**config.mk**
```make
export PLATFORM = sky130hd
export DESIGN_NAME = vga_fb_writer
export DESIGN_NICKNAME = d
export VERILOG_FILES = /design/src/rtl/vga_fb_writer.sv
export SDC_FILE = /design/constraint.sdc
export NUM_CORES = 1
export LEC_CHECK = 0
export CAP_MARGIN = 20
export CELL_PAD_IN_SITES_DETAIL_PLACEMENT = 1
export CELL_PAD_IN_SITES_GLOBAL_PLACEMENT = 1
export CORE_MARGIN = 2
export CORE_UTILIZATION = 35
export DETAILED_ROUTE_END_ITERATION = 6
export GPL_TIMING_DRIVEN = 0
export HOLD_SLACK_MARGIN = 0.08
export PLACE_DENSITY = 0.71
export RECOVER_POWER = 25
export REMOVE_ABC_BUFFERS = 1
export SLEW_MARGIN = 10
export SYNTH_ARGS = -nofsm -noshare
export SYNTH_HDL_FRONTEND = slang
export SYNTH_SLANG_ARGS = --single-unit
```
**constraint.sdc**
```tcl
create_clock -name clk -period 4.5 [get_ports clk]
set_clock_uncertainty 0.1 [all_clocks]
set_input_delay 0.9 -clock clk [delete_from_list [all_inputs] [get_ports clk]]
set_output_delay 0.9 -clock clk [all_outputs]
set_load 0.02 [all_outputs]
```
**src/rtl/vga_fb_writer.sv**
```systemverilog
// Frame buffer write-port sequencer: one-cycle pixel writes plus a full-screen clear engine.
// Pixel writes appear 1 cycle after accept; clear writes start 2 cycles after clr_req, one address per cycle, and cmd_ready stays low for the whole clear.
module vga_fb_writer #(
   parameter int H_ACTIVE = 800,
   parameter int V_ACTIVE = 480,
   parameter int ADDR_W   = 19
) (
   input  logic              clk,
   input  logic              reset,
   input  logic              cmd_valid,
   output logic              cmd_ready,
   input  logic [10:0]       cmd_x,
   input  logic [10:0]       cmd_y,
   input  logic [2:0]        cmd_color,
   input  logic              clr_req,
   input  logic [2:0]        clr_color,
   output logic              busy,
   output logic              clr_done,
   output logic              ram_we,
   output logic [ADDR_W-1:0] ram_write_address,
   output logic [2:0]        ram_d
);

   typedef enum logic {IDLE = 1'b0, CLEAR = 1'b1} state_t;

   localparam logic [ADDR_W-1:0] LAST_ADDR = ADDR_W'(H_ACTIVE * V_ACTIVE - 1);
   localparam logic [10:0]       H_LIM     = 11'(H_ACTIVE);
   localparam logic [10:0]       V_LIM     = 11'(V_ACTIVE);

   state_t              state_q, state_d;
   logic [ADDR_W-1:0]   cnt_q, cnt_d;
   logic [2:0]          col_q, col_d;
   logic                we_q, we_d;
   logic [ADDR_W-1:0]   addr_q, addr_d;
   logic [2:0]          dat_q, dat_d;
   logic                done_q, done_d;

   logic                pix_in_range;
   logic [ADDR_W-1:0]   pix_addr;

   assign cmd_ready         = (state_q == IDLE) & ~clr_req;
   assign busy              = (state_q == CLEAR);
   assign clr_done          = done_q;
   assign ram_we            = we_q;
   assign ram_write_address = addr_q;
   assign ram_d             = dat_q;

   // Product formed at 32 bits so in-range coordinates are exact before truncation.
   assign pix_in_range = (cmd_x < H_LIM) && (cmd_y < V_LIM);
   assign pix_addr     = ADDR_W'(32'(cmd_y) * 32'(H_ACTIVE) + 32'(cmd_x));

   always_comb begin
      state_d = state_q;
      cnt_d   = cnt_q;
      col_d   = col_q;
      we_d    = 1'b0;
      addr_d  = addr_q;
      dat_d   = dat_q;
      done_d  = 1'b0;
      case (state_q)
         IDLE: begin
            if (clr_req) begin
               state_d = CLEAR;
               cnt_d   = '0;
               col_d   = clr_color;
            end else if (cmd_valid && pix_in_range) begin
               we_d   = 1'b1;
               addr_d = pix_addr;
               dat_d  = cmd_color;
            end
         end
         CLEAR: begin
            // done_q marks the cycle the final write is on the port; leave afterwards.
            if (done_q) begin
               state_d = IDLE;
            end else begin
               we_d   = 1'b1;
               addr_d = cnt_q;
               dat_d  = col_q;
               done_d = (cnt_q == LAST_ADDR);
               if (cnt_q != LAST_ADDR) begin
                  cnt_d = cnt_q + ADDR_W'(1);
               end
            end
         end
         default: state_d = IDLE;
      endcase
   end

   always_ff @(posedge clk or posedge reset) begin
      if (reset) begin
         state_q <= IDLE;
         cnt_q   <= '0;
         col_q   <= '0;
         we_q    <= 1'b0;
         addr_q  <= '0;
         dat_q   <= '0;
         done_q  <= 1'b0;
      end else begin
         state_q <= state_d;
         cnt_q   <= cnt_d;
         col_q   <= col_d;
         we_q    <= we_d;
         addr_q  <= addr_d;
         dat_q   <= dat_d;
         done_q  <= done_d;
      end
   end

endmodule

```
==> impl_results.md <==
- Number of global-route vias before repair: 3113
- Req. time, crit path: 4.59 ns
- Antenna diode count: 0
- Fin Hold WS: 0.376 ns
- Final setup viols: 0
- Post-synth top area share: 0.327
- Setup crit end kind: flip-flop
- Worst hold stages: 2
- CP Launch Type: input port
- Row cnt: 37
- Tmin final: 4.35 ns
- IO Count: 58
- Max clock buf depth: 2
- Post-synthesis sequential area ratio: 0.327
- First-pass GRT wire length: 15100 µm
- WL/cell: 15.7 µm
- Final worst-path cycle share: 0.967
- GR Util All Layers: 0.168
- Power per cell area: 347 mW/mm²
- F_max: 0.230 GHz
- Number of vias per cell: 5.14
- Worst EP arrival: 4.44 ns
- Setup CP Type: input port to flip-flop
- Die area: 0.0111 mm²
- H-tree levels: 2
- DRT iter0 DRCs: 67
- Rel. slew slack: 0.114
- Final Worst Setup Slack: 0.147 ns
- Starting Density: 0.355
- Most used standard cell by instance count after synthesis: dfrtp_1
- Ys async rst share: 1.00
- I/O Buffers: 57
- Static Leak: 0.00199 µW
- Area growth, synth to finish: 22.9%
- Clk sinks: 47
- Die Height: 105 µm
- Synth cell types: 51
- # hold bufs at CTS: 0
- Pwr Total: 1530 µW
- Core area: 0.0101 mm²
- Synth Cell Area: 0.00360 mm²
- Max_cap viols: 0
- Max Slew Vio Count: 0
- Avg Cell Area, Syn: 9.07 µm²
- Commonest cells post-synth: dfrtp_1 (47), ha_1 (40), nand2_1 (39)
- Clk root buf: clkbuf_8
- Top cells by area, synth: dfrtp_1 (33%), ha_1 (14%), xnor2_1 (6.3%), nand2_1 (4.1%), fa_1 (3.9%)
- Worst-Margin Slew: 1.33 ns
- Hold Crit Class: flip-flop to flip-flop
- TritonRoute pass-1 iters: 4
- Main synth FF type: dfrtp_1
- Warnings from Yosys: 0
- DPL Wire Length: 7450 µm
- Fillers: 1162
- CTS Buf Count: 5
- Critical path fanouts, max: 10
- Initial antenna violation count: 0
- DP Area: 0.00430 mm²
- Final Cell Area: 0.00443 mm²
- Post-route insts no fill: 591
- Placed Cells: 579
- GR Overflow Total: 0
- Hold Violations, Final: 0
- R2R depth: 8
- Layout cells sized above 1: 0.0725
- Outcome: finished, final reports clean
- Clk pin slew, worst setup/hold paths: 0.09 ns
- FF+latch count, synth: 47
- VDD IR max: 0.135 mV
- CTS tree: built
- Die Width: 105 µm
- Vias post-DR: 3035
- DRC violations left: 0
- Area leader, netlist: dfrtp_1
- Final RePlAce weighted congestion: 0.787
- Antenna-violating nets left: 0
- Fin nets: 533
- Largest net degree at the start of global routing: 26
- Post-Place Worst Slack: -0.367 ns
- Final wirelength: 9300 µm
- Clk_lat worst skew: 0.30 ns
- Cells after Synth: 397
- Post-synth EDFFs: 0
==> stage by stage <==
| stage | utilization | TNS (ns) |
|---|---|---|
| 2_1_floorplan | - | 0 |
| 3_3_place_gp | 0.419 | -4.84 |
| 3_5_place_dp | 0.425 | -1.35 |
| 4_1_cts | 0.434 | 0 |
| 5_1_grt | 0.437 | -0.0146 |
| 6_report | 0.437 | 0 |
==> cell usage in the layout (no fill, tap or decap), drive strengths merged, types with 2 or more instances in the layout <==
cell	synthesis	final
clkdlybuf4s50	0	56
dfrtp	47	47
nand2	40	40
ha	40	40
inv	36	36
nor2	32	32
o21ai	27	27
xnor2	26	26
a21oi	26	26
mux2i	12	12
nor3	11	11
nand3	9	9
or3	8	8
xor2	7	7
fa	7	7
a21o	6	6
clkbuf	6	6
and3	6	6
buf	8	6
nand4	4	4
nor4	4	4
nor2b	4	4
and4bb	3	3
a211oi	3	3
nand2b	2	2
o311ai	2	2
o31ai	2	2
a221o	2	2
o22ai	2	2
clkinvlp	0	2
a221oi	2	2
==> layer usage <==
| layer | up-vias | share of wire | track usage |
|---|---|---|---|
| li1 | 1493 | - | - |
| met3 | 6 | 0.030 | 0.0186 |
| met1 | 1487 | 0.44 | 0.204 |
| met2 | 49 | 0.52 | 0.316 |
| met4 | 0 | 0.0094 | 0.0371 |
| met5 | - | 0 | 0 |
==> power breakdown <==
part / switching (µW) / leakage, µW / internal (µW)
clock network: 149 / 0.0000402 / 108
logic: 391 / 0.00139 / 347
registers: 56.9 / 0.000561 / 482
total: 597 / 0.00199 / 937
==> critical path, cell delays in order <==
cell and delay, ns:
clkdlybuf4s50_1 0.47, ha_1 0.32, ha_1 0.33, fa_1 0.47, ha_1 0.44, nor2_2 0.26
o311ai_1 0.19, a221oi_2 0.34, nand4_1 0.16, nor2_1 0.16, xnor2_1 0.10, a221o_1 0.30
==> cell type report <==
cell class | instances | area (µm²) | area share
Sequential cell | 47 | 1180 | 0.266
Clock buffer | 5 | 68.8 | 0.0155
Clock inverter | 3 | 20.0 | 0.00452
Timing Repair Buffer | 64 | 631 | 0.142
Multi-Input combinational cell | 300 | 2230 | 0.503
Tap cell | 136 | 170 | 0.0384
Inverter | 36 | 135 | 0.0305
==> cell families after synthesis <==
group,synth area share
XOR/XNOR,0.0802
buffers and inverters,0.0625
multiplexers,0.0333
AO/OA/AOI/OAI,0.142
adder cells (fa/ha/maj),0.178
flip-flops,0.327
AND/OR/NAND/NOR,0.178
==> sequential cells by signal, summed over array words and instances, names as in the netlist <==
| signal | cells |
|---|---|
| ram_write_address | 19 |
| ram_d | 3 |
| cnt_q | 19 |
| col_q | 3 |
| ram_we | 1 |
| busy | 1 |
| clr_done | 1 |
==> worst paths after layout <==
check                           slack, ns                  start                    end
worst min-delay path                 0.38  ram_write_address[13]  ram_write_address[13]
worst max-delay path                 0.15               cmd_y[2]  ram_write_address[17]
min in group asynchronous            1.11                  reset               ram_d[0]
worst max register to register       1.16                   busy  ram_write_address[10]
worst min register to register       0.38  ram_write_address[13]  ram_write_address[13]
max in group asynchronous            1.48                  reset              cnt_q[13]
==> repair_timing <==
item,CTS,global route
setup buffers,0,4
pin swaps,0,4
resized for setup,1,3
setup endpoints to repair,1,2
No activity file was read; power rests on OpenSTA's default activity.
